$ cat src/rtl/servant_uart_tx.sv
// Wishbone-slave 8N1 UART transmitter (LSB first) with a small TX FIFO.
// The servant mux generates the bus ack; this slave only acts on the first cycle of each access.
module servant_uart_tx #(
  parameter logic [15:0] DEFAULT_DIV = 16'd868,
  parameter int          FIFO_DEPTH  = 8
) (
  input  logic        i_clk,
  input  logic        i_rst,
  input  logic        i_wb_adr,
  input  logic [31:0] i_wb_dat,
  input  logic        i_wb_we,
  input  logic        i_wb_cyc,
  output logic [31:0] o_wb_rdt,
  output logic        o_tx
);

  localparam int AW = $clog2(FIFO_DEPTH);

  localparam logic [1:0] S_IDLE  = 2'd0;
  localparam logic [1:0] S_START = 2'd1;
  localparam logic [1:0] S_DATA  = 2'd2;
  localparam logic [1:0] S_STOP  = 2'd3;

  logic        cyc_q;
  logic        strobe;
  logic        wr_data;
  logic        wr_div;

  logic [7:0]  mem [FIFO_DEPTH];
  logic [AW:0] wr_ptr;
  logic [AW:0] rd_ptr;
  logic        empty;
  logic        full;
  logic        overflow;
  logic        push_ok;
  logic        pop;
  logic [7:0]  head;

  logic [15:0] divisor;
  logic [15:0] eff_div;
  logic [15:0] bit_len;
  logic [15:0] baud_cnt;
  logic        bit_done;

  logic [1:0]  state;
  logic [2:0]  bit_idx;
  logic [7:0]  shreg;
  logic        tx_q;
  logic        busy;

  logic        unused_dat;

  assign unused_dat = ^i_wb_dat[30:16];

  // The mux holds cyc for two cycles; only the rising edge of cyc has an effect.
  assign strobe  = i_wb_cyc & ~cyc_q;
  assign wr_data = strobe & i_wb_we & ~i_wb_adr;
  assign wr_div  = strobe & i_wb_we & i_wb_adr;

  assign empty = (wr_ptr == rd_ptr);
  assign full  = (wr_ptr[AW] != rd_ptr[AW]) && (wr_ptr[AW-1:0] == rd_ptr[AW-1:0]);
  assign head  = mem[rd_ptr[AW-1:0]];

  assign eff_div  = (divisor == 16'd0) ? 16'd1 : divisor;
  assign bit_done = (baud_cnt == bit_len - 16'd1);

  // Pop from IDLE immediately, or in the last stop cycle so frames run back to back.
  assign pop     = ~empty & ((state == S_IDLE) | ((state == S_STOP) & bit_done));
  assign push_ok = wr_data & (~full | pop);

  assign busy = (state != S_IDLE);
  assign o_tx = tx_q;

  always_comb begin
    o_wb_rdt = 32'd0;
    if (i_wb_adr) begin
      o_wb_rdt = {16'd0, divisor};
    end else begin
      o_wb_rdt = {28'd0, overflow, full, empty, busy};
    end
  end

  always_ff @(posedge i_clk) begin
    if (push_ok) begin
      mem[wr_ptr[AW-1:0]] <= i_wb_dat[7:0];
    end
  end

  always_ff @(posedge i_clk or posedge i_rst) begin
    if (i_rst) begin
      cyc_q    <= 1'b0;
      wr_ptr   <= '0;
      rd_ptr   <= '0;
      overflow <= 1'b0;
      divisor  <= DEFAULT_DIV;
    end else begin
      cyc_q <= i_wb_cyc;
      if (push_ok) begin
        wr_ptr <= wr_ptr + 1'b1;
      end
      if (pop) begin
        rd_ptr <= rd_ptr + 1'b1;
      end
      if (wr_data && full && !pop) begin
        overflow <= 1'b1;
      end else if (wr_div && i_wb_dat[31]) begin
        overflow <= 1'b0;
      end
      if (wr_div) begin
        divisor <= i_wb_dat[15:0];
      end
    end
  end

  // tx_q is loaded with the level of the upcoming bit at each bit boundary.
  always_ff @(posedge i_clk or posedge i_rst) begin
    if (i_rst) begin
      state    <= S_IDLE;
      bit_idx  <= 3'd0;
      baud_cnt <= 16'd0;
      bit_len  <= 16'd1;
      shreg    <= 8'd0;
      tx_q     <= 1'b1;
    end else begin
      case (state)
        S_IDLE: begin
          if (pop) begin
            shreg    <= head;
            bit_len  <= eff_div;
            baud_cnt <= 16'd0;
            tx_q     <= 1'b0;
            state    <= S_START;
          end
        end
        S_START: begin
          if (bit_done) begin
            baud_cnt <= 16'd0;
            bit_idx  <= 3'd0;
            tx_q     <= shreg[0];
            state    <= S_DATA;
          end else begin
            baud_cnt <= baud_cnt + 16'd1;
          end
        end
        S_DATA: begin
          if (bit_done) begin
            baud_cnt <= 16'd0;
            shreg    <= {1'b0, shreg[7:1]};
            if (bit_idx == 3'd7) begin
              tx_q  <= 1'b1;
              state <= S_STOP;
            end else begin
              bit_idx <= bit_idx + 3'd1;
              tx_q    <= shreg[1];
            end
          end else begin
            baud_cnt <= baud_cnt + 16'd1;
          end
        end
        S_STOP: begin
          if (bit_done) begin
            baud_cnt <= 16'd0;
            if (pop) begin
              shreg   <= head;
              bit_len <= eff_div;
              tx_q    <= 1'b0;
              state   <= S_START;
            end else begin
              state <= S_IDLE;
            end
          end else begin
            baud_cnt <= baud_cnt + 16'd1;
          end
        end
        default: begin
          state <= S_IDLE;
          tx_q  <= 1'b1;
        end
      endcase
    end
  end

endmodule

$ cat config.mk
export PLATFORM = sky130hd
export DESIGN_NAME = servant_uart_tx
export DESIGN_NICKNAME = d
export VERILOG_FILES = /design/src/rtl/servant_uart_tx.sv
export SDC_FILE = /design/constraint.sdc
export NUM_CORES = 1
export LEC_CHECK = 0
export BUFFER_PORTS_ARGS = -buffer_cell sky130_fd_sc_hd__buf_2
export CORE_UTILIZATION = 54
export CTS_CLUSTER_DIAMETER = 80
export DETAILED_ROUTE_END_ITERATION = 8
export PLACE_DENSITY = 0.72
export SLEW_MARGIN = 20
export SYNTH_ARGS = -nofsm -noshare
export SYNTH_HDL_FRONTEND = slang
export SYNTH_SLANG_ARGS = --single-unit
$ cat constraint.sdc
create_clock -name i_clk -period 5 [get_ports i_clk]
set_clock_uncertainty 0.2 [all_clocks]
set_input_delay 1 -clock i_clk [delete_from_list [all_inputs] [get_ports i_clk]]
set_output_delay 1 -clock i_clk [all_outputs]
set_load 0.03 [all_outputs]
=== After elaboration in Yosys (flattened, before gate mapping) ===
Memory sizes are Yosys's and may differ from the RTL's.
Cells that the tools add are included.

* Bitwise gates (word level): 13
* Mux-type cells: 33
* Reduce and logical (&&, ||, !) cells: 18
* $add $sub $neg: 5
* Equal/unequal tests: 14

{| class="wikitable"
|+ Operators by type and width
! cell !! count
|-
| $mux 16 || 6
|-
| $pmux 16 s2 || 2
|-
| $mux 8 || 3
|-
| $pmux 8 s3 || 1
|-
| $add 16x1->16 const B || 1
|-
| $eq 16x16->1 || 1
|-
| $logic_not 16->1 || 1
|-
| $sub 16x1->16 const B || 1
|-
| $ne 2x2->1 const B || 6
|-
| $mux 1 || 10
|-
| $mux 2 || 5
|-
| $mux 3 || 3
|-
| $add 4x1->4 const B || 2
|-
| $pmux 2 s4 || 1
|-
| $reduce_bool 2->1 || 4
|-
| $and 1x1->1 || 7
|-
| $pmux 3 s2 || 1
|-
| $reduce_and 3->1 || 2
|-
| $reduce_and 5->1 || 1
|-
| $eq 2x2->1 const B || 2
|-
| $eq 4x4->1 || 1
|-
| $logic_and 1x1->1 || 4
|-
| $not 1->1 || 4
|-
| $pmux 1 s4 || 1
|-
| 12 further kinds || 13
|}

* Bits in registers: 72
* Output and inout bits: 33
* Logic and storage cells: 95
* Bits in writable memories: 64
* Memories: 1

{| class="wikitable"
|+ Memory list
! name !! depth !! width !! rd ports !! clocked after memory_dff !! write ports !! RTL line !! text
|-
| mem || 8 || 8 || 1 || 0 || 1 || 29 || <nowiki>logic [7:0] mem [FIFO_DEPTH];</nowiki>
|}

=== Logic depth before layout (Yosys ltp) ===
* Depth after elaboration: 9
* Mapped depth: 12
* Depth with buffers taken out: 10

=== Worst setup path after synthesis ===
No wires, ideal clock.

* Kind: flip-flop to flip-flop
* Start: reg bit_len[8]
* End: mem mem[1][0] (enable)
* Setup slack: 935 ps
* Cell stages (with the launch flop): 10
* Arrival: 3,467 ps
* Clock period less this slack: 4,065 ps
* Required time: 4,402 ps
* Path through: dfrtp_1 or4_1 clkbuf_1 or2_2 or4_4 a21boi_2 nand4_4 nand2_1 nand2_1 nor4b_1

* Longest elaborated chain between the ends: 9

{| class="wikitable"
|+ RTL lines
! what !! RTL line !! text
|-
| from (decl) || 41 || <nowiki>logic [15:0] bit_len;</nowiki>
|-
| from (signal assigned) || 129 || <nowiki>bit_len <= eff_div;</nowiki>
|-
| from (signal assigned) || 165 || <nowiki>bit_len <= eff_div;</nowiki>
|-
| $sub 16x1->16 || 65 || <nowiki>assign bit_done = (baud_cnt == bit_len - 16'd1);</nowiki>
|-
| $eq 16x16->1 || 65 ||
|-
| $and 1x1->1 || 68 || <nowiki>assign pop = ~empty & ((state == S_IDLE) | ((state == S_STOP) & bit_done));</nowiki>
|-
| $or 1x1->1 || 68 ||
|-
| $and 1x1->1 || 68 ||
|-
| $or 1x1->1 || 69 || <nowiki>assign push_ok = wr_data & (~full | pop);</nowiki>
|-
| $and 1x1->1 || 69 ||
|-
| $mux 1 || 84 || <nowiki>if (push_ok) begin</nowiki>
|-
| $mux 1 (not written as such) || 85 || <nowiki>mem[wr_ptr[AW-1:0]] <= i_wb_dat[7:0];</nowiki>
|-
| to (decl) || 29 ||
|}

Every way passes these cells.

=== Worst setup path after layout ===
* Start: reg bit_len[3]
* End: mem mem[6][3] (enable)

Same word-level chain as after synthesis.

==> results.sh <==
export IMPL_die_y_um=114.1
export IMPL_synthAdderAreaFrac_pct=2.030
export IMPL_gp_congestion=0.7821
export IMPL_ir_drop_v=0.0003447
export IMPL_ant_nets=0
export IMPL_busiest_layer="met2"
export IMPL_maxCapViolations=0
export IMPL_core_area_um2=12110
export IMPL_pre_cts_ws_ns=0.9607
export IMPL_worstPathArrival_ns=3.88
export IMPL_dp_hpwl_mm=9.320
export IMPL_p_leak_uw=0.003022
export IMPL_min_period_over_period_pct=80.52
export IMPL_dieArea_um2=13010
export IMPL_rsz0062_at_grt="no"
export IMPL_drt_wl_total_mm=13.82
export IMPL_seq_area_um2=3732
export IMPL_clock_path_buffers=2
export IMPL_hold_path_class="flop to flop"
export IMPL_crit_slowest_cell="or4_1"
export IMPL_cts_root_buf="clkbuf_16"
export IMPL_synth_area_mux_share_pct=13.78
export IMPL_postCtsSetupRepairBufs=0
export IMPL_clock_sinks=136
export IMPL_io_buffers=38
export IMPL_cp_top_family="simple AND/OR/NAND/NOR gates"
export IMPL_numCtsBuffers=17
export IMPL_fin_ws_ns=0.9738
export IMPL_avgViaCountPerCell=5.810
export IMPL_path_max_fanout=8
export IMPL_overflow=0
export IMPL_synth_cell_types=62
export IMPL_crit_chain="or4_1 -> nor4_1 -> mux2_2 -> a211oi_1 -> nand4_4 -> a211o_1 -> nor2_1"
export IMPL_setup_violations=0
export IMPL_insertion_delay_ns=0.42
export IMPL_antenna_found_initial=0
export IMPL_layout_min_cycle_time_ns=4.026
export IMPL_maxSlewViolCount=0
export IMPL_grt_first_pass_wirelength_mm=22.29
export IMPL_num_rows=40
export IMPL_regToRegSetupSlack_ns=0.97
export IMPL_syn_mean_instance_area_um2=12.65
export IMPL_hold_violations=0
export IMPL_synth_edf_count=64
export IMPL_ys_flop_type="dfrtp_1"
export IMPL_grt_pass1_vias=4367
export IMPL_syn_to_final_growth_pct=12.53
export IMPL_drive_gt1_share_pct=26.27
export IMPL_worstMarginPinSlew_ns=0.9213
export IMPL_clk_pin_slew_ns=0.06
export IMPL_final_nets=625
export IMPL_grt_use_total_pct=23.01
export IMPL_synth_compound_area_share_pct=9.264
export IMPL_synth_simple_area_share_pct=11.61
export IMPL_ys_warn_count=0
export IMPL_dr_pass1_iters=5
export IMPL_ys_seq_area_share_pct=55.05
export IMPL_drc=0
export IMPL_start_util_pct=55.98
export IMPL_gr_usage_met1_pct=31.37
export IMPL_power_density_nw_per_um2=569.0
export IMPL_grt_util_met3_pct=4.500
export IMPL_multiInputGateArea_um2=2810
export IMPL_maxSlewHeadroom_pct=38.25
export IMPL_grt_max_degree=42
export IMPL_fmax_mhz=248.4
export IMPL_cts_tree="built"
export IMPL_syn_area_um2=6780
export IMPL_async_flop_share_pct=52.94
export IMPL_crit_required_ns=4.85
export IMPL_drtIter0Drc=314
export IMPL_fill_cells=956
export IMPL_die_x_um=114.1
export IMPL_io_pins=70
export IMPL_use_met2_pct=37.13
export IMPL_synth_xor_xnor_area_share_pct=3.875
export IMPL_cts_htree_levels=4
export IMPL_post_cts_resized=0
export IMPL_max_stage_delay_ns=0.62
export IMPL_cp_num_buf_inv=0
export IMPL_outcome="complete, no violations"
export IMPL_diodes=0
export IMPL_synth_top_family_by_area="multiplexers"
export IMPL_crit_type="flop to flop"
export IMPL_synth_seq_cells=136
export IMPL_wire_per_inst_um=18.24
export IMPL_fin_tns_setup_ns=0
export IMPL_routed_via_count=4404
export IMPL_end_kind="flop"
export IMPL_syn_inst=536
export IMPL_postCtsHoldBufs=0
export IMPL_start_kind="flop"
[stage by stage]
stage	instance area, um^2	hold WS (ns)	instances	total power (uW)	util [%]
2_1_floorplan	6837	0.2604	551	2867	-
3_3_place_gp	7086	0.2733	726	3122	58.50
3_5_place_dp	7086	0.2833	726	3197	58.50
4_1_cts	7630	0.2952	758	4353	63.00
5_1_grt	7630	0.3037	758	4593	63.00
6_report	7630	0.2951	758	4342	63.00
[per-layer routing]
metal	up-vias	routed length, um
li1	2058	-
met1	2229	6482
met2	101	6654
met3	16	496
met4	0	191
met5	-	0
[registers in the layout, summed over array words and instances, names as in the netlist]
signal	flops
mem	64
baud_cnt	16
bit_len	16
divisor	16
shreg	8
rd_ptr	4
wr_ptr	4
bit_idx	3
state	2
cyc_q	1
o_tx	1
overflow	1
[path summary, 6_finish.rpt]
check,startpoint,to,depth (start not counted)
worst max-delay path,bit_len[3],mem[6][3],7
worst min-delay path,wr_ptr[3],wr_ptr[3],1
worst max register to register,bit_len[3],mem[6][3],7
worst min register to register,wr_ptr[3],wr_ptr[3],1
max in group asynchronous,i_rst,bit_len[0],3
min in group asynchronous,i_rst,bit_idx[2],2
[final cells by class]
class / instances / area share, %
Timing Repair Buffer: 49 / 3.575
Clock buffer: 18 / 5.625
Inverter: 16 / 0.7871
Multi-Input combinational cell: 357 / 36.83
Clock inverter: 14 / 1.509
Tap cell: 168 / 2.755
Sequential cell: 136 / 48.92
[worst register-to-register path, delay by kind of cell (launching register included)]
kind / cells / cell delay (ns)
AND/OR/NAND/NOR: 4 / 1.78
flip-flops: 1 / 0.47
AO/OA/AOI/OAI: 2 / 0.81
multiplexers: 1 / 0.40
[kinds of logic (layout without fill, tap and decap cells)]
| kind of cell | Yosys count | after routing |
|---|---|---|
| xor gates and xnor gates | 30 | 30 |
| muxes | 66 | 66 |
| other | 1 | 16 |
| adders and majority gates | 11 | 11 |
| buffers and inverters | 58 | 97 |
| AOI/OAI and AO/OA | 93 | 93 |
| DFF | 136 | 136 |
| and+or+nand+nor | 141 | 141 |
[synthesized netlist by cell type (all sizes together) (11+ instances only)]
cell / n / area [um^2]
nor3: 11 / 55.05
inv: 16 / 60.06
buf: 24 / 163.9
ha: 11 / 137.6
o21ai: 26 / 130.1
xor2: 17 / 148.9
clkbuf: 18 / 70.07
edfxtp: 64 / 1922
xnor2: 13 / 113.9
a21oi: 16 / 91.34
nand3: 13 / 65.06
a31oi: 13 / 81.33
mux2: 41 / 484.2
nor2: 16 / 62.56
nand2: 34 / 127.6
and2: 13 / 81.33
mux4: 16 / 360.4
dfrtp: 65 / 1627
[report_power, final]
part | leakage (uW) | internal (uW) | switching, uW | total (uW)
clock | 0.000247 | 644 | 507 | 1150
sequential | 0.00146 | 1390 | 263 | 1650
combinational | 0.00131 | 728 | 811 | 1540
total | 0.00302 | 2760 | 1580 | 4340
[layout by cell type (no fill, tap or decap), types with 7 or more instances in the layout]
cell type   n
nor2_1     15
dfstp_2     7
a22o_1      7
mux2i_1     9
conb_1     16
buf_4      11
mux4_2     16
a31oi_1    13
xnor2_1    13
or3_1       9
nor3_1     11
buf_2      38
dfrtp_1    65
inv_1      15
o21ai_0    25
a21oi_1    15
nand3_1    13
mux2_2     35
edfxtp_1   64
nand2_1    34
ha_1       11
clkbuf_16  17
xor2_1     17
and2_1     13
nor4_1      8
Power figures use the tool's default switching activity.
